## src/rtl/log_compress.sv

```systemverilog
// ---------------------------------------------------------------------------
// log_compress -- three-stage logarithmic compressor for normalized samples.
//
// Converts a normalized mantissa plus its normalization shift into a Q4.8
// log2 value (Mitchell approximation, optionally refined by a 16-entry
// correction LUT), then maps the log value above a dynamic-range floor onto
// an OUT_WIDTH display sample with a fixed gain and a clamp at full scale.
//
// Pipeline: S1 decode (exponent/fraction) -> S2 log (+correction, saturate)
//           -> S3 scale/clamp into the output register.
// Flow control: one global stall (out_valid && !out_ready) freezes all
// stages, so in_ready = !stall and throughput is one sample per cycle.
//
// Ports:
//   clk        in   clock, rising edge
//   reset      in   synchronous, active-high reset
//   in_valid   in   upstream sample valid
//   in_ready   out  sample accepted this cycle when in_valid is high
//   data_in    in   normalized mantissa (MSB set for a real sample)
//   shift_in   in   left-shift applied by the normalizer
//   out_valid  out  data_out valid
//   out_ready  in   downstream accepts data_out
//   data_out   out  log-compressed sample
//   clip_count out  saturating count of delivered samples clamped to max
//
// Build option: define LOG_COMPRESS_CORR_EN to compile in the log2
// correction LUT; otherwise the correction term is zero.
// ---------------------------------------------------------------------------
module log_compress #(
   parameter int          DATA_WIDTH = 16,
   parameter int          OUT_WIDTH  = 8,
   parameter logic [11:0] LOG_FLOOR  = 12'd0,
   parameter logic [7:0]  GAIN       = 8'd17
) (
   input  logic                          clk,
   input  logic                          reset,
   input  logic                          in_valid,
   output logic                          in_ready,
   input  logic [DATA_WIDTH-1:0]         data_in,
   input  logic [$clog2(DATA_WIDTH)-1:0] shift_in,
   output logic                          out_valid,
   input  logic                          out_ready,
   output logic [OUT_WIDTH-1:0]          data_out,
   output logic [15:0]                   clip_count
);

   localparam int unsigned OUT_MAX = (2 ** OUT_WIDTH) - 1;

   // Stage registers
   logic        s1_valid_r;
   logic        s1_msb_r;
   logic [3:0]  s1_exp_r;
   logic [7:0]  s1_frac_r;
   logic        s2_valid_r;
   logic        s2_msb_r;
   logic [11:0] s2_log_r;
   logic        out_clip_r;

   // Combinational intermediates
   logic        stall_s;
   logic [3:0]  exp_s;
   logic [7:0]  frac_s;
   logic [7:0]  corr_s;
   logic [12:0] sum_s;
   logic [11:0] log_s;
   logic        above_s;
   logic [11:0] diff_s;
   logic [19:0] prod_s;
   logic [31:0] scaled_s;
   logic        clip_s;
   logic [OUT_WIDTH-1:0] result_s;
   logic        unused_bits_s;

   // Mantissa bits below the 8-bit fraction and the product's fractional
   // byte do not contribute to the result.
   assign unused_bits_s = ^{data_in[DATA_WIDTH-10:0], prod_s[7:0]};

`ifdef LOG_COMPRESS_CORR_EN
   // round(256*(log2(1+k/16) - k/16)): error of the linear Mitchell
   // approximation sampled at the top four fraction bits.
   function automatic logic [7:0] corr_lut(input logic [3:0] k);
      case (k)
         4'd0:    corr_lut = 8'd0;
         4'd1:    corr_lut = 8'd6;
         4'd2:    corr_lut = 8'd12;
         4'd3:    corr_lut = 8'd15;
         4'd4:    corr_lut = 8'd18;
         4'd5:    corr_lut = 8'd20;
         4'd6:    corr_lut = 8'd22;
         4'd7:    corr_lut = 8'd22;
         4'd8:    corr_lut = 8'd22;
         4'd9:    corr_lut = 8'd21;
         4'd10:   corr_lut = 8'd19;
         4'd11:   corr_lut = 8'd17;
         4'd12:   corr_lut = 8'd15;
         4'd13:   corr_lut = 8'd12;
         4'd14:   corr_lut = 8'd8;
         4'd15:   corr_lut = 8'd4;
         default: corr_lut = 8'd0;
      endcase
   endfunction

   // Correction term from the LUT
   always_comb begin
      corr_s = corr_lut(s1_frac_r[7:4]);
   end
`else
   // Pure Mitchell approximation: no correction
   always_comb begin
      corr_s = 8'd0;
   end
`endif

   // Global stall: the output register is occupied and not being taken
   always_comb begin
      stall_s  = out_valid && !out_ready;
      in_ready = !stall_s;
   end

   // S1 decode: integer log2 from the shift, fraction from the bits under the MSB
   always_comb begin
      exp_s  = 4'((DATA_WIDTH - 1) - int'(shift_in));
      frac_s = data_in[DATA_WIDTH-2 -: 8];
   end

   // S1 register
   always_ff @(posedge clk) begin
      if (reset) begin
         s1_valid_r <= 1'b0;
         s1_msb_r   <= 1'b0;
         s1_exp_r   <= 4'd0;
         s1_frac_r  <= 8'd0;
      end else if (!stall_s) begin
         s1_valid_r <= in_valid;
         s1_msb_r   <= data_in[DATA_WIDTH-1];
         s1_exp_r   <= exp_s;
         s1_frac_r  <= frac_s;
      end else begin
         s1_valid_r <= s1_valid_r;
      end
   end

   // S2 log: Q4.8 value plus correction, saturating at the top of the range
   always_comb begin
      sum_s = {1'b0, s1_exp_r, s1_frac_r} + {5'd0, corr_s};
      if (sum_s[12]) begin
         log_s = 12'hFFF;
      end else begin
         log_s = sum_s[11:0];
      end
   end

   // S2 register
   always_ff @(posedge clk) begin
      if (reset) begin
         s2_valid_r <= 1'b0;
         s2_msb_r   <= 1'b0;
         s2_log_r   <= 12'd0;
      end else if (!stall_s) begin
         s2_valid_r <= s1_valid_r;
         s2_msb_r   <= s1_msb_r;
         s2_log_r   <= log_s;
      end else begin
         s2_valid_r <= s2_valid_r;
      end
   end

   // S3 scale/clamp: gain applied to the distance above the floor; a sample
   // whose MSB was clear is not a real measurement and yields zero.
   always_comb begin
      above_s  = s2_log_r > LOG_FLOOR;
      diff_s   = s2_log_r - LOG_FLOOR;
      prod_s   = {8'd0, diff_s} * {12'd0, GAIN};
      scaled_s = {20'd0, prod_s[19:8]};
      clip_s   = 1'b0;
      result_s = '0;
      if (s2_msb_r && above_s) begin
         if (scaled_s >= OUT_MAX) begin
            clip_s   = 1'b1;
            result_s = OUT_WIDTH'(OUT_MAX);
         end else begin
            result_s = scaled_s[OUT_WIDTH-1:0];
         end
      end else begin
         result_s = '0;
      end
   end

   // S3 / output register, frozen while stalled
   always_ff @(posedge clk) begin
      if (reset) begin
         out_valid  <= 1'b0;
         data_out   <= '0;
         out_clip_r <= 1'b0;
      end else if (!stall_s) begin
         out_valid  <= s2_valid_r;
         data_out   <= result_s;
         out_clip_r <= clip_s && s2_valid_r;
      end else begin
         out_valid  <= out_valid;
      end
   end

   // Clip counter: counts clamped samples as they are delivered, saturating
   always_ff @(posedge clk) begin
      if (reset) begin
         clip_count <= 16'd0;
      end else if (out_valid && out_ready && out_clip_r && (clip_count != 16'hFFFF)) begin
         clip_count <= clip_count + 16'd1;
      end else begin
         clip_count <= clip_count;
      end
   end

endmodule

```

## config.mk

```make
export PLATFORM = sky130hd
export DESIGN_NAME = log_compress
export DESIGN_NICKNAME = d
export VERILOG_FILES = /design/src/rtl/log_compress.sv
export SDC_FILE = /design/constraint.sdc
export NUM_CORES = 1
export LEC_CHECK = 0
export ABC_AREA = 1
export CORE_ASPECT_RATIO = 1.4
export CORE_MARGIN = 2
export CORE_UTILIZATION = 45
export CTS_BUF_LIST = sky130_fd_sc_hd__clkbuf_2
export CTS_CLUSTER_SIZE = 25
export DETAILED_ROUTE_END_ITERATION = 6
export PLACE_DENSITY = 0.7
export SYNTH_ARGS = -nofsm -noshare
export SYNTH_HDL_FRONTEND = slang
export SYNTH_SLANG_ARGS = --single-unit
```

## constraint.sdc

```tcl
create_clock -name clk -period 2.8 [get_ports clk]
set_input_delay 0.28 -clock clk [delete_from_list [all_inputs] [get_ports clk]]
set_output_delay 0.28 -clock clk [all_outputs]
set_load 0.1 [all_outputs]
```

-- After elaboration in Yosys (flattened, before gate mapping)
Cells that the tools add are included.
Widths: inputs -> output; s select.
- bits in registers: 54
- memories: 0
- RAM bits: 0
- bits in read-only memories: 0
- bits of input ports: 24
- output and inout port bits: 26
- bits in latches: 0
- logic and storage cells: 29
- $lt $le $gt $ge: 2
- multipliers: 1
- reductions and logical operators: 8
- add/sub/neg operators: 2
- bitwise gates (word level): 0
- mux-type cells: 4
- divide/modulo/power cells: 0
- shifts and indexed selects: 0
- equality and inequality tests: 1
- operators with widths (cell ; number):
    $mul 12x5->17 const B ; 1
    $add 16x1->16 const B ; 1
    $mux 8 ; 2
    $ne 16x16->1 const B ; 1
    $gt 12x1->1 const B ; 1
    $ge 9x8->1 const B ; 1
    $logic_and 1x1->1 ; 6
    $sub 4x4->4 const A ; 1
    $logic_not 1->1 ; 2
    $mux 1 ; 2

-- Logic depth before layout (Yosys ltp)
- depth in word-level cells: 5
- mapped depth: 15
- depth with buffers taken out: 15

-- Least setup slack after synthesis
No wires, ideal clock.
- kind: reg-to-reg
- from: reg clip_count[5]
- to: reg clip_count[14]
- clock period less this slack: 2.318 ns
- path buffers: 0
- library setup time: 0.068 ns
- data arrival time: 2.251 ns
- setup slack: 0.482 ns
- data required time: 2.732 ns
- stages on the path, launching flop included: 11
- path through: dfxtp_1 -> nand2_1 -> inv_2 -> nand3_2 -> inv_1 -> nand2_1 -> nor3_2 -> nand3_2 -> nor3_2 -> a21oi_1 -> nor2_1
- longest elaborated chain between the ends: 2
- elaborated cells on any way between the ends: 3
- classes of those cells: add/sub (1); eq/ne (1); reduce/logical (1)
- ends and longest elaborated chain (element ; RTL line ; text):
    start: declaration ; 44 ; output logic [15:0] clip_count
    start signal: assignment ; 209 ; clip_count <= clip_count + 16'd1;
    start signal: assignment ; 211 ; clip_count <= clip_count;
    parallel branches: the longest is 2 deep, another holds $add 16x1->16 ; - ;
Several ways; the timed one is not identified.
A chain may end at the register's enable or synchronous reset.

-- Worst setup path in the final report
- from: reg s2_log_r[9]
- to: reg out_clip_r
- longest elaborated chain between the ends: 5
- elaborated cells on any way between the ends: 7
- classes of those cells: mul (1); order compare (2); mux (2); reduce/logical (2)
- ends and longest elaborated chain (element ; RTL line ; text):
    start: declaration ; 56 ; logic [11:0] s2_log_r;
    start signal: assignment ; 162 ; s2_log_r <= log_s;
    $mul 12x5->17 ; 173 ; prod_s = {8'd0, diff_s} * {12'd0, GAIN};
    $ge 9x8->1 ; 178 ; if (scaled_s >= OUT_MAX) begin
    $mux 1 ; 178 ;
    $mux 1 * ; 177 ; if (s2_msb_r && above_s) begin
    $logic_and 1x1->1 * ; 198 ; out_clip_r <= clip_s && s2_valid_r;
    end signal: assignment ; 198 ;
    end: declaration ; 57 ; logic out_clip_r;
Mark *: on every way between the ends. The rest lies on a longest branch, timed or not.

==> flow_summary.toml <==
[route]
route.top_layer_used = "met4"
ant_nets = 0
drt-met1-wl_mm = 2.68
vias = 2691
drt_pass1_iterations = 5
vias_per_cell = 5.09
postRouteWirelength_mm = 6.24
wire_per_inst_um = 11.8
remaining_drc_errors = 0
wl_met2_mm = 3.15
met3_length_um = 196
drt_iter0_drc = 93

[worst_hold_path]
hp-start = "shift_in[0]"
hp-class = "in2reg"

[clock_tree]
cts.sinks = 54
insertion_delay_ps = 430
cts.repair.resized = 0
clockBufferDepth = 2
cts_setup_buffers = 0
cts-buffers-inserted = 5
cts_root_buf = "clkbuf_2"
cts_tree = "yes"
htree_levels = 2
clk_pin_slew_ps = 250
ctsHoldBuffers = 0

[grt]
grt_pass1_vias = 2600
grt_start_max_net_pins = 42
antenna_found_initial = 0
grt_pass1_wl_mm = 11.1
grtUsageTotal_pct = 19.0
grt_overflow = 0

[power]
total_power_mw = 1.40
irDropWorstVdd_uv = 244
p_per_area_nw_per_um2 = 415
p_leak_nw = 1.55

[logic_synthesis]
synth_compound_area_share_pct = 13.9
synth-seq-area-share_pct = 37.5
ys_ff_latch = 54
synthMuxAreaShare_pct = 0
synth_xor_area_share_pct = 0.608
synth-adder-area-share_pct = 6.52
synth.avg_cell_area_um2 = 6.92
synth_nets = 455
ys.warnings.count = 0
synth_top_family_by_area = "simple AND/OR/NAND/NOR gates"
synth_area_um2 = 2880
synthCells = 416
synthTopCellsByArea = "dfxtp_1, nand2_1, nor2_1"
synth_top_area_share_pct = 37.5
synthSimpleGateAreaFrac_pct = 33.8
synth_top_area_cell = "dfxtp_1"
synth.distinct_cells = 31

[placement]
dp_hpwl_mm = 4.80
pre_cts_ws_ps = 503
numPortBuffers = 42
gp_routability_congestion = 0.805

[floorplanning]
start_util_pct = 46.4
dieArea_um2 = 7070
core_um2 = 6210
rows = 34
ioPinCount = 50
chipHeight_um = 98.7
dieWidth_um = 71.6

[sta]
hold_ws_ps = 377
hold_viol = 0
slew_headroom_pct = 68.1
timing.fmax_ghz = 0.425
finalSetupViolCount = 0
slew_violations = 0
worst_pin_slew_ps = 477
tns_ps = 0
setup_ws_ps = 450
rsz0062_at_grt = "no"
fin_crit_sh_pct = 83.9
fin_crit_ps = 2350
fin_skew_ps = 18.4

[cells_and_area]
num_antenna_cells = 0
fin_nets = 495
utilization_pct = 54.5
area_growth_pct = 17.6
final_common_cell = "nand2_1"
drive_gt1_share_pct = 15.8
layout_common_cells = "nand2_1, nor2_1, dfxtp_1"

[critical_path]
critPathCaptureType = "flip-flop"
r2r_start = "s2_log_r[9]"
cp_common_cell = "nand2_1"
path_cells = "ha_1 > ha_1 > a21oi_2 > nand2_1 > nand2_1 > nand2_1 > nor2_1 > nand2_1 > nor2_2 > nand3_2 > nand2_1 > nand3_1 > a21oi_2"
cp_slowest_cell = "dfxtp_1"
cp_max_fo = 6
startpoint = "s2_log_r[9]"
required_ps = 3190
arrival_ps = 2740
path_class = "reg2reg"
startpoint_type = "flip-flop"
cp_slowest_stage_delay_ps = 480

[flow_run]
drv_cap = 0

[outcome]
status = "finished, final reports clean"
## area by class of cell
cell class                 instances  area, µm²
clock buffer                       6       30.0
clock inverter                     2       37.5
fill                             620       2820
inverter                          45        169
multi-input combinational        304       1580
sequential                        54       1080
tap                               72       90.1
timing repair buffer              46        398
## worst max-delay path: cells and delay by family (launching register included)
family | cells | cell delay (ps)
DFF | 1 | 480
and+or+nand+nor | 9 | 780
adders and majority gates | 2 | 680
AOI/OAI and AO/OA | 2 | 390
## logic make-up (layout without fill, tap and decap cells)
family | count (synthesis) | after routing
DFF | 54 | 54
and+or+nand+nor | 214 | 214
adders and majority gates | 15 | 15
AOI/OAI and AO/OA | 73 | 73
buffers and inverters | 58 | 99
xor gates and xnor gates | 2 | 2
## through the flow
| stage | std cells | cell area (µm²) |
|---|---|---|
| final | 529 | 3390 |
| after detailed placement | 521 | 3320 |
| after floorplan | 416 | 2880 |
| after CTS | 529 | 3390 |
| after global placement | 521 | 3320 |
| after global routing | 529 | 3390 |
## power by group
| group | total (mW) | switching, mW | internal [mW] |
|---|---|---|---|
| clock network | 0.388 | 0.234 | 0.154 |
| logic | 0.197 | 0.121 | 0.0760 |
| registers | 0.820 | 0.0204 | 0.800 |
## path summary, 6_finish.rpt
kind                               endpoint  slack (ps)  cells after the start
worst min-delay path            s1_exp_r[0]         380                      2
worst min register to register  data_out[6]         480                      2
worst max-delay path             out_clip_r         450                     13
worst max register to register   out_clip_r         450                     13
## routing by layer
metal	up-vias	global-route usage, %
li1	1430	-
met1	1184	22.1
met2	58	33.8
met3	19	2.97
met4	0	8.27
met5	-	0
## flip-flops by register name, indices dropped and copies added (netlist names), 4 cells and up
| name | flops |
|---|---|
| s1_exp_r | 4 |
| data_out | 8 |
| clip_count | 16 |
| s2_log_r | 12 |
| s1_frac_r | 8 |
## synth_stat cells
cell and instances:
nand2_1 91, nor2_1 65, dfxtp_1 54, inv_1 43, o21ai_0 36, a21oi_1 26
nand3_1 17, ha_1 15, clkbuf_1 9, nand2_2 6, nand3_2 6, nor2_2 6
a21oi_2 5, nand4_1 5, nor4_1 5, nor3_1 4, nor3_2 3, buf_1 2
buf_2 2, inv_2 2, nand3b_1 2, o21ai_1 2, xor2_1 2, a21boi_0 1
a31oi_1 1, a31oi_2 1, and3_1 1, nand2_4 1, nor3_4 1, o21ba_2 1
or2_2 1
Note: power is estimated with default switching activity, not from simulation.
==> RTL edit 1 (config.mk and constraints unchanged) <==
`GAIN`: 8'd17 -> 8'd12.
--- a/src/rtl/log_compress.sv
+++ b/src/rtl/log_compress.sv
@@ -31,5 +31,5 @@
    parameter int          OUT_WIDTH  = 8,
    parameter logic [11:0] LOG_FLOOR  = 12'd0,
-   parameter logic [7:0]  GAIN       = 8'd17
+   parameter logic [7:0]  GAIN       = 8'd12
 ) (
    input  logic                          clk,
Function: changed (Yosys sat finds a counterexample within 4 cycles, from zero or initial values and one cycle with reset high).
==> RTL edit 1 against the original RTL <==
Design area shrank 1.2%. Total power is 0.58% higher. Non-clock buffer count stayed put. Utilization is 0.10 points higher. Fmax increased by 12%. Routed wire length decreased by 0.93%. Synthesized area decreased by 1.9%. Final cell count grew 0.38%. Global-route usage is 0.40 points lower. Sequential cell count did not move. Worst setup slack improved by 250 ps.
==> RTL edit 1: results <==
group,metric,value,unit
global_route,grt_use_met2,0.365,
route,detail_route.iter0.violations,59,
global_route,gr_met3_demand_resource,0.0258,
outcome,run_status,"finished clean",
route,final_routed_wire_length_divided_by_cell_count,11.6,µm
timing,clock-skew-final,28.5,ps
setup_path,timing.reg2reg.setup_slack,890,ps
placed_design,gp_routability_congestion,0.854,
clock_network,clockBufferDepth,2,
synth,post_synth_most_frequent_cells,"sky130_fd_sc_hd__nand2_1, sky130_fd_sc_hd__inv_1, sky130_fd_sc_hd__dfxtp_1, sky130_fd_sc_hd__nor2_1, sky130_fd_sc_hd__a21oi_1",
synth,synth_warnings,0,
global_route,grt_use_total,0.186,
clock_network,cts_made_buffers,5,
timing,timing.max_slew.rel_slack,0.710,
finish,nNetsFinal,499,
clock_network,cts_setup_buffers,0,
clock_network,root_buffer,"sky130_fd_sc_hd__clkbuf_2",
power,p_leak,0.00149,µW
setup_path,crit_path_max_fanout,12,
clock_network,h-tree-depth,2,
synth,synth_seq_area_share,0.382,
placed_design,detailedPlacementHpwl,4820,µm
route,firstDrtPassIters,4,
synth,post_synth_num_cell_types,23,
global_route,gr-usage-met1,0.198,
setup_path,timing.critical_path.required,2520,ps
finish,antenna-diode-count,0,
finish,layout-drive-gt1-share,0.102,
setup_path,regToRegStartpoint,"s2_log_r[2]",
finish,layout.filler_cells,666,
global_route,grt_first_pass_wirelength,10700,µm
synth,post_synth_net_total,459,
setup_path,worst_setup_path_endpoint,"in_ready",
setup_path,crit_family,"buffers and inverters",
clock_network,worst_setup_hold_path_clk_slew,270,ps
synth,post_synth_main_area_contributors,"sky130_fd_sc_hd__dfxtp_1, sky130_fd_sc_hd__nand2_1, sky130_fd_sc_hd__a21oi_1, sky130_fd_sc_hd__inv_1, sky130_fd_sc_hd__ha_1",
setup_path,critical-path-slowest-cell,"sky130_fd_sc_hd__dfxtp_1",
setup_path,crit_path_start,"out_valid",
power,irDropWorstVdd,0.000316,V
setup_path,critical_path.reg2reg.endpoint,"out_clip_r",
hold_path,hold_path_class,"input pin to flop",
hold_path,min_from,"shift_in[0]",
global_route,grt_max_degree,37,
clock_network,clock_latency,440,ps
synth,postSynth.asyncResetShare,0,
setup_path,worst-r2r-cell-count,13,
setup_path,critical-path-max-stage-delay,420,ps
global_route,number_of_global_route_vias_before_repair,2561,
route,routed_via_density,5.00,
RTL edit 1: area by class of cell:
type                            instances  share of cell area
Clock buffer                            6             0.00897
Sequential cell                        54               0.323
Clock inverter                          2              0.0112
Multi-Input combinational cell        292               0.441
Tap cell                               72              0.0269
Timing Repair Buffer                   46               0.123
Inverter                               59              0.0662
RTL edit 1: worst min path at each step:
stage | cells after the start | slack (ps) | end
floorplan | 1 | 370 | s1_exp_r[0]
global placement | 2 | 460 | data_out[5]
detailed placement | 2 | 460 | data_out[3]
CTS | 2 | 330 | s1_exp_r[2]
global route | 2 | 320 | s1_exp_r[0]
finish | 2 | 360 | s1_exp_r[0]
RTL edit 1: cell families after synthesis:
| group | synth area share |
|---|---|
| xor+xnor | 0.00310 |
| flops | 0.382 |
| simple gates | 0.289 |
| fa+ha+maj | 0.0753 |
| compound gates | 0.154 |
| buf+inv | 0.0961 |
RTL edit 1: report_power, final:
| part | switching [µW] | internal (µW) |
|---|---|---|
| combinational | 124 | 76.2 |
| clock | 241 | 154 |
| sequential | 17.7 | 800 |
| total | 382 | 1030 |
RTL edit 1: metal layers:
layer / vias to the layer above / wire length (µm)
met2: 31 / 3360
li1: 1421 / -
met5: - / 0
met3: 7 / 132
met4: 0 / 95
met1: 1198 / 2600
RTL edit 1: stage by stage:
step	cells	total power [µW]	instance area, µm²	setup WS [ps]
after global placement	523	1030	3280	822
after floorplan	418	965	2830	399
after detailed placement	523	1030	3280	806
final	531	1410	3350	696
after global routing	531	1480	3350	492
after CTS	531	1430	3350	610
==> RTL edit 2 (same settings) <==
Without the edit above. Reset style: asynchronous (`reset`), changed in 4 clocked blocks. Comments in the files are not updated.
--- a/src/rtl/log_compress.sv
+++ b/src/rtl/log_compress.sv
@@ -125,5 +125,5 @@
 
    // S1 register
-   always_ff @(posedge clk) begin
+   always_ff @(posedge clk or posedge reset) begin
       if (reset) begin
          s1_valid_r <= 1'b0;
@@ -152,5 +152,5 @@
 
    // S2 register
-   always_ff @(posedge clk) begin
+   always_ff @(posedge clk or posedge reset) begin
       if (reset) begin
          s2_valid_r <= 1'b0;
@@ -188,5 +188,5 @@
 
    // S3 / output register, frozen while stalled
-   always_ff @(posedge clk) begin
+   always_ff @(posedge clk or posedge reset) begin
       if (reset) begin
          out_valid  <= 1'b0;
@@ -203,5 +203,5 @@
 
    // Clip counter: counts clamped samples as they are delivered, saturating
-   always_ff @(posedge clk) begin
+   always_ff @(posedge clk or posedge reset) begin
       if (reset) begin
          clip_count <= 16'd0;
Check against the original RTL: differs if reset is asserted again (counterexample within 4 cycles, from zero or initial values and one cycle with reset high); with reset held inactive, the same outputs for 10 cycles.
==> RTL edit 2 against the original RTL <==
Sequential cell count did not move. Final cell count fell by 5.7%. Via count fell by 8.8%. Fmax fell by 1.6%. Routed wire length decreased by 6.6%. Design area increased by 4.8%. Critical path type unchanged. Synthesized area grew 3.7%. Worst setup slack got worse by 38 ps. Highest routed layer unchanged. Critical endpoint is now data_out[3].
Power is not compared: it rests on default switching activity, and its combinational part moved more than twofold at a synthesized area within 25%.
==> RTL edit 2: results <==
group,metric,value,unit
outcome,run_status,"finished clean",
setup_path,timing.reg2reg.setup_slack,410,ps
placed_design,numPlacedInstances,490,
finish,nNetsFinal,463,
global_route,grt_max_degree,37,
synth,post_synth_net_total,414,
synth,synth_adder_area_share,0.0628,
finish,multi_input_gates,267,
finish,buffer_area_frac,0.117,
route,detail_route.iter0.violations,58,
global_route,grt_use_met2,0.309,
synth,synth_compound_area_frac,0.0687,
placed_design,detailedPlacementHpwl,4590,µm
setup_path,critical-path-slowest-cell,"sky130_fd_sc_hd__dfrtp_1",
route,vias,2455,
finish,seq_total_area,0.381,
synth,post_synth_num_cell_types,32,
global_route,grt_first_pass_wirelength,10300,µm
clock_network,worst_setup_hold_path_clk_slew,270,ps
finish,num-nonclk-inverters,48,
synth,yosys.area_share.xor_xnor,0.0377,
synth,synth_ff_type,"sky130_fd_sc_hd__dfrtp_1",
synth,postSynth.asyncResetShare,1.00,
finish,layout-drive-gt1-share,0.172,
finish,layout.clock.cell_area_share,0.0208,
hold_path,min_from,"data_in[7]",
clock_network,clock_latency,480,ps
route,final_routed_wire_length_divided_by_cell_count,11.7,µm
setup_path,arrival,2790,ps
finish,number_of_buffers_outside_the_clock_class_in_the_layout,48,
clock_network,cts-hold-fix-buffers,1,
finish,stdcell_count,499,
finish,layout.filler_cells,604,
RTL edit 2: through the flow:
| step | area, µm² | utilization | setup WS [ps] |
|---|---|---|---|
| detailed placement | 3460 | 0.531 | 439 |
| global route | 3550 | 0.544 | 136 |
| floorplan | 2990 | - | 279 |
| CTS | 3550 | 0.544 | 372 |
| finish | 3550 | 0.544 | 411 |
| global placement | 3460 | 0.531 | 443 |
RTL edit 2: routing by layer:
metal	wire length, µm	up-vias
met1	2530	1116
met4	89	0
met2	3030	48
li1	-	1283
met3	177	8
met5	0	-
RTL edit 2: where the power goes:
group / internal, µW / total, µW / switching, µW
sequential: 952 / 1080 / 129
combinational: 544 / 1760 / 1220
clock: 157 / 417 / 260
total: 1650 / 3260 / 1610
RTL edit 2: worst min-delay path by stage:
stage	end	slack [ps]
2_1_floorplan	s1_frac_r[0]	390
3_3_place_gp	s2_log_r[8]	460
3_5_place_dp	s2_log_r[8]	460
4_1_cts	s1_frac_r[0]	290
5_1_grt	s1_frac_r[2]	290
6_report	s1_frac_r[0]	320
